===== src/rtl/mips_ctrl_pkg.sv =====
// Shared definitions for the multicycle MIPS controller: FSM state
// encoding, opcode/funct constants, aluop encodings, ALU operation codes
// and the internal control word the FSM produces each cycle.
package mips_ctrl_pkg;

  localparam int unsigned OP_W     = 6;
  localparam int unsigned FUNCT_W  = 6;
  localparam int unsigned ALUCTL_W = 3;
  localparam int unsigned SEL_W    = 2;

  typedef enum logic [3:0] {
    S_FETCH   = 4'd0,
    S_DECODE  = 4'd1,
    S_MEMADR  = 4'd2,
    S_MEMRD   = 4'd3,
    S_MEMWB   = 4'd4,
    S_MEMWR   = 4'd5,
    S_EXECUTE = 4'd6,
    S_ALUWB   = 4'd7,
    S_BRANCH  = 4'd8,
    S_ADDIEX  = 4'd9,
    S_ADDIWB  = 4'd10,
    S_JUMP    = 4'd11
  } state_e;

  localparam logic [OP_W-1:0] OP_LW    = 6'b100011;
  localparam logic [OP_W-1:0] OP_SW    = 6'b101011;
  localparam logic [OP_W-1:0] OP_RTYPE = 6'b000000;
  localparam logic [OP_W-1:0] OP_BEQ   = 6'b000100;
  localparam logic [OP_W-1:0] OP_ADDI  = 6'b001000;
  localparam logic [OP_W-1:0] OP_J     = 6'b000010;

  localparam logic [FUNCT_W-1:0] FUNCT_ADD = 6'b100000;
  localparam logic [FUNCT_W-1:0] FUNCT_SUB = 6'b100010;
  localparam logic [FUNCT_W-1:0] FUNCT_AND = 6'b100100;
  localparam logic [FUNCT_W-1:0] FUNCT_OR  = 6'b100101;
  localparam logic [FUNCT_W-1:0] FUNCT_SLT = 6'b101010;

  typedef enum logic [1:0] {
    ALUOP_ADD   = 2'b00,
    ALUOP_SUB   = 2'b01,
    ALUOP_FUNCT = 2'b10,
    ALUOP_RSVD  = 2'b11
  } aluop_e;

  localparam logic [ALUCTL_W-1:0] ALU_AND = 3'b000;
  localparam logic [ALUCTL_W-1:0] ALU_OR  = 3'b001;
  localparam logic [ALUCTL_W-1:0] ALU_ADD = 3'b010;
  localparam logic [ALUCTL_W-1:0] ALU_SUB = 3'b110;
  localparam logic [ALUCTL_W-1:0] ALU_SLT = 3'b111;

  // Per-state control word before pcen/alucontrol are derived from it.
  typedef struct packed {
    logic              iord;
    logic              irwrite;
    logic              memwrite;
    logic              regwrite;
    logic              regdst;
    logic              memtoreg;
    logic              alusrca;
    logic              pcwrite;
    logic              branch;
    logic [SEL_W-1:0]  alusrcb;
    logic [SEL_W-1:0]  pcsrc;
    aluop_e            aluop;
  } ctrl_t;

endpackage


===== src/rtl/mc_controller_if.sv =====
// Controller <-> datapath bundle.
//   op, funct, zero : instruction fields and ALU zero flag into the controller
//   iord .. pcen    : 1-bit datapath controls out of the controller
//   alusrcb, pcsrc  : 2-bit mux selects; alucontrol : 3-bit ALU operation
// master = controller side, slave = datapath side.
interface mc_controller_if;
  import mips_ctrl_pkg::*;

  logic [OP_W-1:0]     op;
  logic [FUNCT_W-1:0]  funct;
  logic                zero;
  logic                iord;
  logic                irwrite;
  logic                memwrite;
  logic                regwrite;
  logic                regdst;
  logic                memtoreg;
  logic                alusrca;
  logic                pcen;
  logic [SEL_W-1:0]    alusrcb;
  logic [SEL_W-1:0]    pcsrc;
  logic [ALUCTL_W-1:0] alucontrol;

  modport master (
    input  op, funct, zero,
    output iord, irwrite, memwrite, regwrite, regdst, memtoreg, alusrca,
           pcen, alusrcb, pcsrc, alucontrol
  );

  modport slave (
    output op, funct, zero,
    input  iord, irwrite, memwrite, regwrite, regdst, memtoreg, alusrca,
           pcen, alusrcb, pcsrc, alucontrol
  );
endinterface


===== src/rtl/aludec.sv =====
// ALU decoder: maps the FSM's aluop (and funct for R-type) to an ALU code.
//   funct      : instr[5:0]
//   aluop      : add / sub / use-funct / reserved
//   alucontrol : ALU operation code (combinational)
module aludec
  import mips_ctrl_pkg::*;
(
  input  logic [FUNCT_W-1:0]  funct,
  input  aluop_e              aluop,
  output logic [ALUCTL_W-1:0] alucontrol
);

  always_comb begin
    alucontrol = ALU_ADD;
    unique case (aluop)
      ALUOP_ADD:  alucontrol = ALU_ADD;
      ALUOP_SUB:  alucontrol = ALU_SUB;
      ALUOP_RSVD: alucontrol = ALU_ADD;
      ALUOP_FUNCT: begin
        case (funct)
          FUNCT_ADD: alucontrol = ALU_ADD;
          FUNCT_SUB: alucontrol = ALU_SUB;
          FUNCT_AND: alucontrol = ALU_AND;
          FUNCT_OR:  alucontrol = ALU_OR;
          FUNCT_SLT: alucontrol = ALU_SLT;
          default:   alucontrol = ALU_ADD;
        endcase
      end
      default: alucontrol = ALU_ADD;
    endcase
  end

endmodule


===== src/rtl/mc_controller.sv =====
// Multicycle MIPS main controller (Moore FSM + ALU decoder).
//   clk   : rising-edge clock
//   reset : synchronous active-high; holds FETCH and masks all writes
//   bus   : master side of mc_controller_if (op/funct/zero in, controls out)
// All outputs are combinational from state, op and funct.
module mc_controller
  import mips_ctrl_pkg::*;
(
  input  logic             clk,
  input  logic             reset,
  mc_controller_if.master  bus
);

  state_e state_q, state_d;
  ctrl_t  ctrl;

  // State register.
  always_ff @(posedge clk) begin
    if (reset) state_q <= S_FETCH;
    else       state_q <= state_d;
  end

  // Next-state logic.
  always_comb begin
    state_d = S_FETCH;
    unique case (state_q)
      S_FETCH:   state_d = S_DECODE;
      S_DECODE: begin
        case (bus.op)
          OP_LW, OP_SW: state_d = S_MEMADR;
          OP_RTYPE:     state_d = S_EXECUTE;
          OP_BEQ:       state_d = S_BRANCH;
          OP_ADDI:      state_d = S_ADDIEX;
          OP_J:         state_d = S_JUMP;
          default:      state_d = S_FETCH;
        endcase
      end
      S_MEMADR:  state_d = (bus.op == OP_LW) ? S_MEMRD : S_MEMWR;
      S_MEMRD:   state_d = S_MEMWB;
      S_EXECUTE: state_d = S_ALUWB;
      S_ADDIEX:  state_d = S_ADDIWB;
      S_MEMWB, S_MEMWR, S_ALUWB, S_ADDIWB, S_BRANCH, S_JUMP:
                 state_d = S_FETCH;
      default:   state_d = S_FETCH;
    endcase
  end

  // Per-state control word; reset forces the FETCH word with writes masked.
  always_comb begin
    ctrl = '0;
    unique case (state_q)
      S_FETCH: begin
        ctrl.irwrite = 1'b1;
        ctrl.pcwrite = 1'b1;
        ctrl.alusrcb = 2'b01;
      end
      S_DECODE:  ctrl.alusrcb = 2'b11;
      S_MEMADR, S_ADDIEX: begin
        ctrl.alusrca = 1'b1;
        ctrl.alusrcb = 2'b10;
      end
      S_MEMRD:   ctrl.iord = 1'b1;
      S_MEMWB: begin
        ctrl.regwrite = 1'b1;
        ctrl.memtoreg = 1'b1;
      end
      S_MEMWR: begin
        ctrl.iord     = 1'b1;
        ctrl.memwrite = 1'b1;
      end
      S_EXECUTE: begin
        ctrl.alusrca = 1'b1;
        ctrl.aluop   = ALUOP_FUNCT;
      end
      S_ALUWB: begin
        ctrl.regwrite = 1'b1;
        ctrl.regdst   = 1'b1;
      end
      S_BRANCH: begin
        ctrl.alusrca = 1'b1;
        ctrl.aluop   = ALUOP_SUB;
        ctrl.pcsrc   = 2'b01;
        ctrl.branch  = 1'b1;
      end
      S_ADDIWB:  ctrl.regwrite = 1'b1;
      S_JUMP: begin
        ctrl.pcsrc   = 2'b10;
        ctrl.pcwrite = 1'b1;
      end
      default: ctrl = '0;
    endcase
    if (reset) begin
      ctrl         = '0;
      ctrl.alusrcb = 2'b01;
    end
  end

  aludec u_aludec (
    .funct      (bus.funct),
    .aluop      (ctrl.aluop),
    .alucontrol (bus.alucontrol)
  );

  assign bus.iord     = ctrl.iord;
  assign bus.irwrite  = ctrl.irwrite;
  assign bus.memwrite = ctrl.memwrite;
  assign bus.regwrite = ctrl.regwrite;
  assign bus.regdst   = ctrl.regdst;
  assign bus.memtoreg = ctrl.memtoreg;
  assign bus.alusrca  = ctrl.alusrca;
  assign bus.alusrcb  = ctrl.alusrcb;
  assign bus.pcsrc    = ctrl.pcsrc;
  // branch is only set in BRANCH, so zero matters only there.
  assign bus.pcen     = ctrl.pcwrite | (ctrl.branch & bus.zero);

endmodule


===== src/flat_wrapper.sv =====
// flat-port wrapper written by rule: the top's interface ports become plain ports
module mc_controller_flat import mips_ctrl_pkg::*;
  (clk, reset, bus_op, bus_funct, bus_zero, bus_iord, bus_irwrite, bus_memwrite, bus_regwrite, bus_regdst, bus_memtoreg, bus_alusrca, bus_pcen, bus_alusrcb, bus_pcsrc, bus_alucontrol);
  mc_controller_if bus_i ();
  input  logic clk;
  input  logic reset;
  input wire logic [$bits(bus_i.op)-1:0] bus_op;
  input wire logic [$bits(bus_i.funct)-1:0] bus_funct;
  input wire logic [$bits(bus_i.zero)-1:0] bus_zero;
  output wire logic [$bits(bus_i.iord)-1:0] bus_iord;
  output wire logic [$bits(bus_i.irwrite)-1:0] bus_irwrite;
  output wire logic [$bits(bus_i.memwrite)-1:0] bus_memwrite;
  output wire logic [$bits(bus_i.regwrite)-1:0] bus_regwrite;
  output wire logic [$bits(bus_i.regdst)-1:0] bus_regdst;
  output wire logic [$bits(bus_i.memtoreg)-1:0] bus_memtoreg;
  output wire logic [$bits(bus_i.alusrca)-1:0] bus_alusrca;
  output wire logic [$bits(bus_i.pcen)-1:0] bus_pcen;
  output wire logic [$bits(bus_i.alusrcb)-1:0] bus_alusrcb;
  output wire logic [$bits(bus_i.pcsrc)-1:0] bus_pcsrc;
  output wire logic [$bits(bus_i.alucontrol)-1:0] bus_alucontrol;
  assign bus_i.op = bus_op;
  assign bus_i.funct = bus_funct;
  assign bus_i.zero = bus_zero;
  assign bus_iord = bus_i.iord;
  assign bus_irwrite = bus_i.irwrite;
  assign bus_memwrite = bus_i.memwrite;
  assign bus_regwrite = bus_i.regwrite;
  assign bus_regdst = bus_i.regdst;
  assign bus_memtoreg = bus_i.memtoreg;
  assign bus_alusrca = bus_i.alusrca;
  assign bus_pcen = bus_i.pcen;
  assign bus_alusrcb = bus_i.alusrcb;
  assign bus_pcsrc = bus_i.pcsrc;
  assign bus_alucontrol = bus_i.alucontrol;
  mc_controller u_core (.clk(clk), .reset(reset), .bus(bus_i));
endmodule

===== config.mk =====
export PLATFORM = sky130hd
export DESIGN_NAME = mc_controller_flat
export DESIGN_NICKNAME = d
export VERILOG_FILES = /design/src/rtl/mips_ctrl_pkg.sv /design/src/rtl/mc_controller_if.sv /design/src/rtl/aludec.sv /design/src/rtl/mc_controller.sv /design/src/flat_wrapper.sv
export SDC_FILE = /design/constraint.sdc
export NUM_CORES = 1
export LEC_CHECK = 0
export ABC_AREA = 1
export BUFFER_PORTS_ARGS = -buffer_cell sky130_fd_sc_hd__buf_2
export CAP_MARGIN = 20
export CORE_AREA = 2 2 39 41
export DETAILED_ROUTE_END_ITERATION = 10
export DIE_AREA = 0 0 41 43
export PLACE_DENSITY = 0.77
export RECOVER_POWER = 25
export REMOVE_ABC_BUFFERS = 1
export SYNTH_ARGS = -nofsm -noshare
export SYNTH_HDL_FRONTEND = slang
export SYNTH_SLANG_ARGS = --single-unit

===== constraint.sdc =====
create_clock -name clk -period 2.4 [get_ports clk]
set_input_delay 0.48 -clock clk [delete_from_list [all_inputs] [get_ports clk]]
set_output_delay 0.48 -clock clk [all_outputs]
set_load 0.02 [all_outputs]

=== After elaboration in Yosys (flattened, before gate mapping) ===
Index checks and enable logic that the tools add are counted.

* Register bits after elaboration: 4
* Memory bits (read-only): 0
* Memories kept: 0
* Memory bits (writable): 0
* Bits in latches: 0

* Add/subtract/negate cells: 0
* $lt $le $gt $ge: 0
* Shift-type cells: 0
* Div/mod/pow operators: 0
* Bitwise gates (word level): 2
* Mux-type cells: 18
* Equal/unequal tests: 23
* Multipliers: 0
* Reductions and logical operators: 10

{| class="wikitable"
|+ Operators with widths
! cell !! count
|-
| $eq 6x6->1 const B || 6
|-
| $pmux 4 s6 || 1
|-
| $pmux 4 s5 || 1
|-
| $eq 4x3->1 const B || 4
|-
| $eq 4x4->1 const B || 4
|-
| $mux 15 || 1
|-
| $pmux 3 s4 || 1
|-
| $reduce_or 2->1 || 5
|-
| $mux 1 || 9
|-
| $pmux 3 s3 || 1
|-
| $eq 4x2->1 const B || 2
|-
| $pmux 2 s2 || 2
|-
| $eq 6x2->1 const B || 1
|-
| $eq 6x3->1 const B || 1
|-
| $eq 6x4->1 const B || 1
|-
| $logic_not 6->1 || 1
|-
| $pmux 2 s3 || 1
|-
| $eq 2x2->1 const B || 2
|-
| $eq 4x1->1 const B || 1
|-
| $logic_not 4->1 || 1
|-
| $reduce_or 4->1 || 1
|-
| $mux 3 || 1
|-
| $reduce_or 3->1 || 1
|-
| $eq 2x1->1 const B || 1
|-
| 3 further kinds || 3
|}

=== Logic depth before layout (Yosys ltp) ===
* Depth after elaboration: 7
* Mapped depth: 10

=== Modules after synthesis ===
A second synthesis with hierarchy kept.

* Cell total of the unflattened synthesis: 118
* Area total of the unflattened synthesis: 620.6 um^2

{| class="wikitable"
|+ Modules (own cells, without submodules)
! module !! sequential area each (um^2) !! cells each !! area each (um^2) !! times used
|-
| mc_controller || 80.1 || 93 || 484.2 || 1
|-
| aludec || 0.0 || 25 || 136.4 || 1
|}

=== Worst setup path after synthesis ===
Ideal clock, no wire load.

* Path type: in2out
* Start point: input reset
* End point: output bus_alucontrol[2]
* Path buffers: 1
* Path slack: 237 ps
* Data arrival time: 1,683 ps
* Stages: 6
* Cell sequence: buf_2 inv_2 nand3_2 nor2_2 ha_1 o21ai_0

* Longest elaborated chain between the ends: 4
* Elaborated cells on any way between the ends: 7
* Those cells by class: eq/ne: 3; mux: 2; reduce/logical: 2

{| class="wikitable"
|+ Ends and longest elaborated chain
! element !! RTL line !! source
|-
| start: declaration || flat_wrapper.sv:6 || <nowiki>input logic reset;</nowiki>
|-
| $mux 15 * || mc_controller.sv:92 || <nowiki>if (reset) begin</nowiki>
|-
| $eq 2x2->1 or $logic_not 2->1 (tied branches) || aludec.sv:15 || <nowiki>unique case (aluop)</nowiki>
|-
| $reduce_or 2->1 (no line) || - ||
|-
| $pmux 3 s3 * || aludec.sv:15 ||
|-
| end: declaration || flat_wrapper.sv:20 || <nowiki>output wire logic [$bits(bus_i.alucontrol)-1:0] bus_alucontrol;</nowiki>
|}

Mark *: on every way between the ends. The rest lies on a longest branch, timed or not.

=== Worst setup path after layout ===
* Start point: register u_core.state_q[2]
* End point: output bus_alucontrol[2]

* Longest elaborated chain between the ends: 6
* Elaborated cells on any way between the ends: 10
* Those cells by class: eq/ne: 5; mux: 3; reduce/logical: 2

{| class="wikitable"
|+ Ends and longest elaborated chain
! element !! RTL line !! source
|-
| start: declaration || mc_controller.sv:14 || <nowiki>state_e state_q, state_d;</nowiki>
|-
| start signal: assignment || mc_controller.sv:20 || <nowiki>else state_q <= state_d;</nowiki>
|-
| $eq 4x4->1 or $eq 4x3->1 (tied branches) || mc_controller.sv:51 || <nowiki>unique case (state_q)</nowiki>
|-
| $pmux 2 s2 * || mc_controller.sv:51 ||
|-
| $mux 15 * || mc_controller.sv:92 ||
|-
| $eq 2x2->1 or $logic_not 2->1 (tied branches) || aludec.sv:15 ||
|-
| $reduce_or 2->1 (no line) || - ||
|-
| $pmux 3 s3 * || aludec.sv:15 ||
|}

Marked as above.

==> flow_summary.rst <==
.. list-table::
   :header-rows: 1

   * - Metric
     - Value
   * - Count of TritonRoute iterations in the first routing pass
     - 4
   * - WL/cell
     - ~9.2 um
   * - Cell occurring most often along the worst timing path
     - inv_2
   * - Layout overhead on the synthesized area
     - 31.7%
   * - Hold_buf cts
     - 0
   * - Setup Total Neg Slack
     - 0 ns
   * - Antenna violations before repair
     - 0
   * - Gates resized, CTS repair
     - 0
   * - Global routing usage summed across all routing layers
     - 0.176
   * - Pin count of the biggest net entering global routing
     - 11
   * - Total CTS buffers
     - 3
   * - Worst clock skew
     - approximately 0.0057 ns
   * - CTS root buf
     - clkbuf_4
   * - Critical path's slowest cell
     - dfxtp_1
   * - Maximum clock insertion buffer count
     - 2
   * - Normalized max-slew margin
     - 0.816
   * - Cell Int Power
     - about 150 uW
   * - Largest stage delay on the critical path
     - about 0.41 ns
   * - Clock sink count
     - 4
   * - Die area
     - between 1500 and 2000 um2
   * - Clock-pin slew reported for the worst setup and hold paths after clock tree synthesis
     - about 0.04 ns
   * - Share of total power consumed by net switching
     - 0.307
   * - Share of total power in sequential cells
     - 0.335
   * - Pwr/cell area
     - around 280 nW/um2
   * - Critical path capture point type
     - output pin
   * - DRC violations left
     - 0
   * - ANT cells
     - 0
   * - Number of cells produced by synthesis
     - roughly 110
   * - Max reg flops
     - 4
   * - Total I/O pin count
     - 30
   * - Flip-flop and latch count after synthesis
     - 4
   * - Vias in the first global route
     - around 640
   * - Number of standard-cell rows in the floorplan
     - 14
   * - Global-route wire length before repair
     - around 2200 um
   * - P_sw
     - roughly 65 uW
   * - Height of the chip
     - about 43 um
   * - Max-Cap Viols
     - 0
   * - Crit path kind
     - flip-flop to output pin
   * - IR Drop Worst-Case VDD
     - 0.237 mV
   * - Most frequent standard cell in the layout excluding fill and tap cells
     - buf_2
   * - Post-DP HPWL
     - 1200 um
   * - CP bufs+invs
     - 3
   * - Commonest cells after routing, fill and taps aside
     - buf_2 (28), nor2_1 (24), nand2_1 (19)
   * - Final setup violation count
     - 0
   * - Part of the total power dissipated in the clock network
     - 0.377
   * - Final count of hold timing violations
     - 0
   * - Grt ovf
     - 0
   * - Quantity of I/O buffers inserted on ports
     - 29
   * - Detailed-route vias per instance
     - between 4 and 5
   * - Top reg by flops
     - u_core.state_q
   * - Starting density of the core
     - 0.417
   * - Layout net count
     - 158
   * - CTS tree
     - built
   * - Clock period minus final worst setup slack
     - around 2.3 ns
   * - Reported leakage power
     - between 0.0004 and 0.0005 uW
   * - Largest registers
     - u_core.state_q x4
   * - Count of different cell masters after synthesis
     - 20
   * - Peak fanout along the critical path
     - 4
   * - Core outline area
     - roughly 1400 um2
   * - Clock latency on the worst-skew pair
     - between 0.2 and 0.25 ns
   * - Cell Chain, Critical Path
     - nand2_2 > nor2_4 > inv_2 > nor2_2 > inv_2 > ha_1 > o21ai_0 > buf_2
   * - Number of nets still failing antenna checks after routing
     - 0
   * - Final RePlAce weighted congestion
     - about 0.82
   * - Setup repair bufs after CTS
     - 0
   * - Filler instances
     - 149
   * - Worst path required time
     - between 1.5 and 2 ns
   * - Type of the worst min-delay path
     - primary input to flip-flop
   * - Final count of pins violating max slew
     - 0
   * - Dominant delay contributor by cell family on the critical path
     - flip-flops
   * - Final cycle utilization of the critical path
     - 0.946
   * - Chip Width
     - 41 um
   * - Crit path arrival time
     - 1.79 ns
   * - Worst Max-Slew Pin Slew
     - ~0.27 ns
   * - Setup repair after global routing missed its margin
     - no
   * - WHS
     - approximately 0.57 ns
   * - Warning count from the yosys run
     - 0
   * - Part of the power in combinational logic
     - 0.288
   * - Number of design-rule violations left by the first detailed-router iteration
     - 4
   * - Achievable Freq
     - 0.440 GHz
   * - Status
     - complete, no violations
   * - Element type at the critical path start
     - flip-flop
   * - Vias after detailed routing
     - 747
   * - Syn avg cell area
     - roughly 5.3 um2
   * - Layout cells sized above 1
     - 0.353
   * - Sequential share of the synthesized area
     - 0.139
   * - Post-synthesis instance area
     - 577 um2
   * - Routed wire length
     - about 1400 um
   * - Depth of the CTS H-tree
     - 1
[kinds of logic (layout without fill, tap and decap cells)]
group,count (synthesis),count (layout),share of synthesized area
simple gates,67,67,0.553
buf+inv,23,54,0.152
compound gates,12,12,0.113
flops,4,4,0.139
fa+ha+maj,2,2,0.0434
[worst paths after layout]
path	end	slack [ns]	cells after the start	start
worst max-delay path	bus_alucontrol[2]	0.13	8	u_core.state_q[2]
worst min-delay path	u_core.state_q[0]	0.57	2	reset
worst max register to register	u_core.state_q[1]	1.32	6	u_core.state_q[3]
worst min register to register	u_core.state_q[0]	0.66	3	u_core.state_q[0]
[layout make-up]
| cell class | count | area [um2] | area share |
|---|---|---|---|
| tap | 16 | 20.0 | 0.0264 |
| timing repair buffer | 29 | 144 | 0.189 |
| inverter | 22 | 82.6 | 0.109 |
| sequential | 4 | 81.3 | 0.107 |
| clock buffer | 3 | 22.5 | 0.0297 |
| multi-input combinational | 81 | 409 | 0.539 |
[power by group through the flow]
| stage | Sequential (uW) | Combinational [uW] | Clock [uW] |
|---|---|---|---|
| 2_1_floorplan | 71.1 | 35.2 | 0 |
| 3_3_place_gp | 71.3 | 59.0 | 0 |
| 3_5_place_dp | 71.3 | 60.5 | 0 |
| 4_1_cts | 70.3 | 60.7 | 82.0 |
| 5_1_grt | 70.6 | 68.7 | 88.2 |
| 6_report | 70.6 | 60.7 | 79.4 |
[cells in the mapped netlist]
master    instances  area [um2]
a221oi_1          1        8.76
o21ai_1           2        10.0
inv_1            17        63.8
o21ai_0           2        10.0
inv_2             5        18.8
nand2_1          19        71.3
nor2_1           24        90.1
buf_2             1        5.00
nand2_2           3        18.8
nand3_1           9        45.0
dfxtp_1           4        80.1
ha_1              2        25.0
nor2_4            2        22.5
a31oi_1           1        6.26
nand4_1           3        18.8
nand3b_1          1        7.51
a21oi_1           6        30.0
nor3_2            1        10.0
nand3_2           1        10.0
nor2_2            4        25.0
[metal layers]
metal / vias to the layer above / part of all wire / global-route usage / wire, um
li1: 402 / - / - / -
met1: 320 / 0.46 / 0.215 / 655
met2: 25 / 0.47 / 0.297 / 665
met3: 0 / 0.069 / 0.0209 / 98
met4: 0 / 0 / 0.0600 / 0
met5: - / 0 / 0 / 0
[worst reg2reg max path, cell delays in order (launching register included)]
cell	delay (ns)
dfxtp_1	0.40
inv_2	0.07
nor2_2	0.15
nand2_1	0.12
nand2_2	0.08
nor2_1	0.04
a21oi_1	0.14
[metrics by stage]
stage	worst slack [ns]	std cells	area [um2]	total power, uW	utilization
floorplan	0.289	107	572	106	-
detailed placement	0.294	152	737	132	0.533
finish	0.129	155	759	211	0.549
global placement	0.345	152	737	130	0.533
global route	0.0297	155	759	228	0.549
CTS	0.0645	155	759	213	0.549
Power figures use the tool's default switching activity.
